<file path="src/rtl/cla_16_lca.sv">
// -----------------------------------------------------------------------------
// cla_16_lca
//   16-bit unsigned adder built from four 4-bit carry-lookahead slices and a
//   4-bit lookahead carry unit. The sum, carry-out and group propagate /
//   generate are registered so the block can be cascaded into a wider
//   lookahead adder (p/g feed the next LCU level).
//
//   Ports
//     clk   in   1   system clock, all outputs update on its rising edge
//     rst   in   1   synchronous active-high reset, clears every output
//     A     in   16  addend A, unsigned
//     B     in   16  addend B, unsigned
//     cin   in   1   carry into bit 0
//     sum   out  16  registered (A + B + cin) mod 2^16
//     cout  out  1   registered carry out of bit 15
//     p     out  1   registered group propagate, &(A ^ B)
//     g     out  1   registered group generate (carry-independent carry out)
// -----------------------------------------------------------------------------

// -----------------------------------------------------------------------------
// cla_16_lca_slice
//   4-bit carry-lookahead slice. Every internal carry is a flat sum of
//   products of the slice carry-in, so no carry ripples between bits.
//
//   Ports
//     a, b  in   4   operand bits of this slice
//     c0    in   1   carry into the slice (from the LCU)
//     s     out  4   slice sum bits
//     pg    out  1   slice group propagate
//     gg    out  1   slice group generate
// -----------------------------------------------------------------------------
module cla_16_lca_slice (
   input  logic [3:0] a,
   input  logic [3:0] b,
   input  logic       c0,
   output logic [3:0] s,
   output logic       pg,
   output logic       gg
);

   logic [3:0] pb;
   logic [3:0] gb;
   logic [3:0] c;

   always_comb begin
      pb = a ^ b;
      gb = a & b;

      c[0] = c0;
      c[1] = gb[0]
           | (pb[0] & c0);
      c[2] = gb[1]
           | (pb[1] & gb[0])
           | (pb[1] & pb[0] & c0);
      c[3] = gb[2]
           | (pb[2] & gb[1])
           | (pb[2] & pb[1] & gb[0])
           | (pb[2] & pb[1] & pb[0] & c0);

      s = pb ^ c;

      pg = &pb;
      gg = gb[3]
         | (pb[3] & gb[2])
         | (pb[3] & pb[2] & gb[1])
         | (pb[3] & pb[2] & pb[1] & gb[0]);
   end

endmodule

// -----------------------------------------------------------------------------
// cla_16_lca_lcu
//   4-bit lookahead carry unit. Each slice carry is a flattened
//   sum-of-products of the slice P/G terms and cin rather than a chain
//   through the previous slice carry.
//
//   Ports
//     pk    in   4   slice group propagates (index = slice number)
//     gk    in   4   slice group generates
//     cin   in   1   carry into slice 0
//     c     out  4   carries into slices 0..3 (c[0] is cin)
//     c16   out  1   carry out of the top slice
//     pgrp  out  1   16-bit group propagate
//     ggrp  out  1   16-bit group generate
// -----------------------------------------------------------------------------
module cla_16_lca_lcu (
   input  logic [3:0] pk,
   input  logic [3:0] gk,
   input  logic       cin,
   output logic [3:0] c,
   output logic       c16,
   output logic       pgrp,
   output logic       ggrp
);

   always_comb begin
      c[0] = cin;
      c[1] = gk[0]
           | (pk[0] & cin);
      c[2] = gk[1]
           | (pk[1] & gk[0])
           | (pk[1] & pk[0] & cin);
      c[3] = gk[2]
           | (pk[2] & gk[1])
           | (pk[2] & pk[1] & gk[0])
           | (pk[2] & pk[1] & pk[0] & cin);
      c16  = gk[3]
           | (pk[3] & gk[2])
           | (pk[3] & pk[2] & gk[1])
           | (pk[3] & pk[2] & pk[1] & gk[0])
           | (pk[3] & pk[2] & pk[1] & pk[0] & cin);

      pgrp = &pk;
      ggrp = gk[3]
           | (pk[3] & gk[2])
           | (pk[3] & pk[2] & gk[1])
           | (pk[3] & pk[2] & pk[1] & gk[0]);
   end

endmodule

// -----------------------------------------------------------------------------
// Top level: four slices, one LCU, output register.
// -----------------------------------------------------------------------------
module cla_16_lca (
   input  logic        clk,
   input  logic        rst,
   input  logic [15:0] A,
   input  logic [15:0] B,
   input  logic        cin,
   output logic [15:0] sum,
   output logic        cout,
   output logic        p,
   output logic        g
);

   logic [3:0]  pk;
   logic [3:0]  gk;
   logic [3:0]  cs;
   logic [15:0] sum_c;
   logic        c16;
   logic        pgrp;
   logic        ggrp;

   for (genvar k = 0; k < 4; k++) begin : g_slice
      cla_16_lca_slice u_slice (
         .a  (A[4*k +: 4]),
         .b  (B[4*k +: 4]),
         .c0 (cs[k]),
         .s  (sum_c[4*k +: 4]),
         .pg (pk[k]),
         .gg (gk[k])
      );
   end

   cla_16_lca_lcu u_lcu (
      .pk   (pk),
      .gk   (gk),
      .cin  (cin),
      .c    (cs),
      .c16  (c16),
      .pgrp (pgrp),
      .ggrp (ggrp)
   );

   // Reset wins over the operands sampled at the same edge, so a result
   // in flight when rst is asserted is discarded.
   always_ff @(posedge clk) begin
      if (rst) begin
         sum  <= '0;
         cout <= 1'b0;
         p    <= 1'b0;
         g    <= 1'b0;
      end else begin
         sum  <= sum_c;
         cout <= c16;
         p    <= pgrp;
         g    <= ggrp;
      end
   end

endmodule

</file>
<file path="config.mk">
export PLATFORM = sky130hd
export DESIGN_NAME = cla_16_lca
export DESIGN_NICKNAME = d
export VERILOG_FILES = /design/src/rtl/cla_16_lca.sv
export SDC_FILE = /design/constraint.sdc
export NUM_CORES = 1
export LEC_CHECK = 0
export CORE_MARGIN = 2
export CORE_UTILIZATION = 35
export CTS_CLUSTER_DIAMETER = 40
export DETAILED_ROUTE_END_ITERATION = 10
export GPL_ROUTABILITY_DRIVEN = 0
export PLACE_DENSITY = 0.78
export SLEW_MARGIN = 20
export SYNTH_ARGS = -nofsm -noshare
export SYNTH_HDL_FRONTEND = slang
export SYNTH_SLANG_ARGS = --single-unit
</file>
<file path="constraint.sdc">
create_clock -name clk -period 6.7 [get_ports clk]
set_clock_uncertainty 0.05 [all_clocks]
set_input_delay 2.01 -clock clk [delete_from_list [all_inputs] [get_ports clk]]
set_output_delay 2.01 -clock clk [all_outputs]
set_load 0.1 [all_outputs]
</file>
; After elaboration in Yosys (flattened, before gate mapping)
; Index checks and enable logic that the tools add are counted.
[totals]
output_inout_bits = 19
reg_bits = 19
elab_cells = 139
input_bits = 35
[op_classes]
n_bitwise = 130
n_reduce_logical = 5
[op_table]
columns = op, n
row1 = $and A1 B1 Y1, 72
row2 = $or A1 B1 Y1, 46
row3 = $xor A4 B4 Y4, 8
row4 = $and A4 B4 Y4, 4
row5 = $reduce_and A16 Y1, 1
row6 = $reduce_and A4 Y1, 4

; Longest topological paths before layout
[logic_depth]
depth_word = 12
mapped_depth = 9
depth_no_buf = 9

; Hierarchy
; A second synthesis with hierarchy kept.
[hier_totals]
hier_cells = 138
hier_area_um2 = 1315.0
[by_module_without_submodules]
columns = mod, area_each_um2, cells_each, n_inst
row1 = cla_16_lca_slice, 182.7, 22, 4
row2 = cla_16_lca, 516.7, 39, 1
row3 = cla_16_lca_lcu, 67.6, 11, 1

; Least setup slack after synthesis
; No wires, ideal clock.
[synth_path]
path_type = input to register
start = in A[3]
end = reg sum[9]
path_buffers = 0
t_arrival_ns = 3.689
stages = 9
path_slack_ns = 2.833
setup_ns = 0.128
cell_sequence = ha_1 -> a21oi_1 -> o211ai_2 -> inv_1 -> o221ai_1 -> a21o_1 -> fa_1 -> xnor2_1 -> nor2_1
[synth_via]
elab_chain_len = 11
elab_cells_between_ends = 19
[synth_lines]
columns = item, line_no
row1 = start: declaration, 128  ; input logic [15:0] A,
row2 = $xor A4 B4 Y4, 46  ; pb = a ^ b;
row3 = $and A1 B1 Y1 (on tied branches), "64, 65, 66"
row4 = "$or A1 B1 Y1, or another cell as far along", 64  ; | (pb[3] & gb[2])
row5 = $or A1 B1 Y1 or $and A1 B1 Y1 (tied branches), "65, 66"
row6 = $or A1 B1 Y1, 66  ; | (pb[3] & pb[2] & pb[1] & gb[0]);
row7 = $and A1 B1 Y1, 101  ; | (pk[1] & gk[0])
row8 = $or A1 B1 Y1, 101
row9 = $or A1 B1 Y1 (*), 102  ; | (pk[1] & pk[0] & cin);
row10 = $and A1 B1 Y1 (*), 51  ; | (pb[0] & c0);
row11 = $or A1 B1 Y1 (*), 51
row12 = $xor A4 B4 Y4 (*), 60  ; s = pb ^ c;
row13 = end signal: assignment, 175  ; sum <= sum_c;
row14 = end: declaration, 131  ; output logic [15:0] sum,
; Mark *: on every way between the ends. The rest lies on a longest branch, timed or not.
; A chain may end at the register's enable or synchronous reset.

; Worst setup path after layout
; Ends and elaborated chain as after synthesis.

==> flow_summary.ini <==
[place]
port_buffers = 53
placed_area_um2 = 1860
place_hpwl_mm = 2.25

[synth]
synth.cell_area_um2 = 1270
synth_warnings = 0
synth_async_sr_flop_share_pct = 0
syn_area_per_cell_um2 = 9.17
seq_area_frac_synth_pct = 29.8
synth_seq_cells = 19
yosys.cell_types.count = 37
synth_nets = 194
synth_edf_count = 0
synth_cells = 139
ys.flop_type = dfxtp_1

[floorplanning]
die_area_um2 = 4140
rows = 21
die_y_um = 64.4
io_pins = 54
initial_core_util_pct = 37.3
fp.dieW_um = 64.4
core_area_um2 = 3420

[grt]
grt_max_degree = 23
grt_pass1_wl_mm = 4.43
grt_pass1_vias = 1024
grt_usage_pct = 13.4
grt_antenna_before_repair = 0
grt_overflow_total = 0

[clock_tree]
root_buffer = clkbuf_4
cts.sinks = 19
cts_setup_buffers = 0
cts_hold_buf = 0
cts_resized = 0
tritoncts = done
cts-buffers-inserted = 3
clk_pin_slew_ps = 110
htreeDepth = 1
cts_buffer_depth = 2

[layout]
fin_util_pct = 55.1
final_area_um2 = 1880
antenna_cells = 0
fillers = 314
area_growth_pct = 47.7
layout.nets = 250
multiInputGateArea_um2 = 838
seq_area_um2 = 380
drive_gt1_share_pct = 5.67

[setup_path]
path_cells = clkdlybuf4s50_1 -> ha_1 -> a21oi_1 -> o211ai_2 -> inv_1 -> o221ai_1 -> a21o_1 -> fa_1 -> xnor2_1 -> nor2_1
worst-endpoint-required_ps = 6800
critical_path.max_stage_delay_ps = 420
crit_type = in -> reg
path_max_fanout = 6
crit_slowest_cell = clkdlybuf4s50_1
cp.arrival_ps = 4310
end_kind = flip-flop
startpoint_type = input pin

[min_path]
min_path_type = in -> reg
min_from = cin
hold_path_depth = 2
min_delay_worst_endpoint = cout

[power_and_ir_drop]
p_leak_nw = 0.803
pwr-share-clk_pct = 13.2
p_total_mw = 0.422
swShare_pct = 46.9
peakVddDrop_mv = 0.127
power_frac_seq_pct = 31.0
p_int_mw = 0.224
p_sw_mw = 0.198
power_density_nw_per_um2 = 224
p_comb_share_pct = 55.8

[timing]
tns_ps = 0
rsz0062_at_grt = false
finalHoldViolCount = 0
setup_viol = 0
slew_headroom_pct = 34.3
layout_min_cycle_time_ps = 4200
max_freq_mhz = 238
worst_pin_slew_ps = 982
period_share_pct = 62.7
drv_slew = 0

[drt]
drtPass1Iterations = 4
ant_nets = 0
routed_wl_mm = 2.65
avgViaCountPerCell = 4.76
drc = 0
vias = 1142
drt_iter0_markers = 35
drt-wirelength-per-cell_um = 11.0

[status]
status = completed

[run]
cap_violations = 0
-- state kept, by name, indices dropped and copies added (netlist names) --
name,cells
g,1
sum,16
cout,1
p,1
-- synth_stat cells (2+ instances only) --
| master | n | area [um2] |
|---|---|---|
| a21o_1 | 5 | 37.5 |
| a21oi_1 | 8 | 40.0 |
| a221oi_1 | 2 | 17.5 |
| a31oi_1 | 2 | 12.5 |
| clkbuf_1 | 2 | 7.51 |
| dfxtp_1 | 19 | 380 |
| fa_1 | 4 | 80.1 |
| ha_1 | 16 | 200 |
| inv_1 | 13 | 48.8 |
| nand2_1 | 9 | 33.8 |
| nand2b_1 | 2 | 12.5 |
| nand3_1 | 4 | 20.0 |
| nor2_1 | 17 | 63.8 |
| nor3_1 | 3 | 15.0 |
| o21ai_0 | 3 | 15.0 |
| xnor2_1 | 5 | 43.8 |
| xor2_1 | 5 | 43.8 |
-- routing by layer --
| metal | GRT usage [%] | vias up | wire length (um) |
|---|---|---|---|
| met4 | 1.60 | 0 | 15 |
| met5 | 0 | - | 0 |
| met3 | 4.05 | 4 | 153 |
| li1 | - | 608 | - |
| met2 | 23.0 | 36 | 1290 |
| met1 | 16.9 | 494 | 1190 |
-- area by class of cell --
type	instances	share of cell area, %
Clock buffer	3	1.20
Multi-Input combinational cell	105	44.5
Inverter	13	2.59
Sequential cell	19	20.2
Clock inverter	1	0.266
Tap cell	46	3.06
Timing Repair Buffer	53	28.2
-- placed cells by master, fill, tap and decap left out, types with 2 or more instances in the layout --
master	netlist	routed
nor3_1	3	3
clkdlybuf4s50_1	0	53
inv_1	13	13
nand2b_1	2	2
fa_1	4	4
a21o_1	5	5
nor2_1	17	17
o21ai_0	3	3
ha_1	16	16
dfxtp_1	19	19
nand2_1	9	9
a21oi_1	8	8
xor2_1	5	5
clkbuf_4	0	3
xnor2_1	5	5
a31oi_1	2	2
nand3_1	4	4
a221oi_1	2	2
-- worst max-delay path, delay by kind of cell --
family	cells	cell delay, ps
AOI/OAI and AO/OA	4	800
xor gates and xnor gates	1	160
adders and majority gates	2	740
buffers and inverters	2	560
and+or+nand+nor	1	50
-- per-stage QoR --
step | setup slack (ps) | instances | hold WS (ps)
2_1_floorplan | 2830 | 139 | 2070
3_3_place_gp | 2210 | 236 | 2630
3_5_place_dp | 2170 | 236 | 2630
4_1_cts | 2490 | 240 | 2310
5_1_grt | 2300 | 240 | 2320
6_report | 2500 | 240 | 2310
-- power groups by stage --
stage,Clock (mW),Sequential (mW),Combinational (mW)
6_report,0.0556,0.131,0.236
5_1_grt,0.0630,0.132,0.250
4_1_cts,0.0588,0.131,0.237
3_5_place_dp,0,0.134,0.236
3_3_place_gp,0,0.134,0.235
2_1_floorplan,0,0.241,0.0671
-- kinds of logic (layout without fill, tap and decap cells) --
group | count (synthesis) | in the layout | share of synthesized area [%]
and+or+nand+nor | 42 | 42 | 16.9
adders and majority gates | 20 | 20 | 22.0
AOI/OAI and AO/OA | 32 | 32 | 19.2
xor gates and xnor gates | 10 | 10 | 6.87
muxes | 1 | 1 | 0.785
DFF | 19 | 19 | 29.8
buffers and inverters | 15 | 70 | 4.42
-- how the worst max path moves through the flow --
stage / slack (ps) / endpoint / cells after the start / from
after CTS: 2490 / sum[9] / 10 / A[3]
after floorplan: 2830 / sum[9] / 9 / A[3]
after detailed placement: 2170 / sum[9] / 10 / A[3]
after global placement: 2210 / sum[9] / 10 / A[3]
after global routing: 2300 / sum[8] / 9 / B[2]
final: 2500 / sum[9] / 10 / A[3]
No activity file was read; power rests on OpenSTA's default activity.
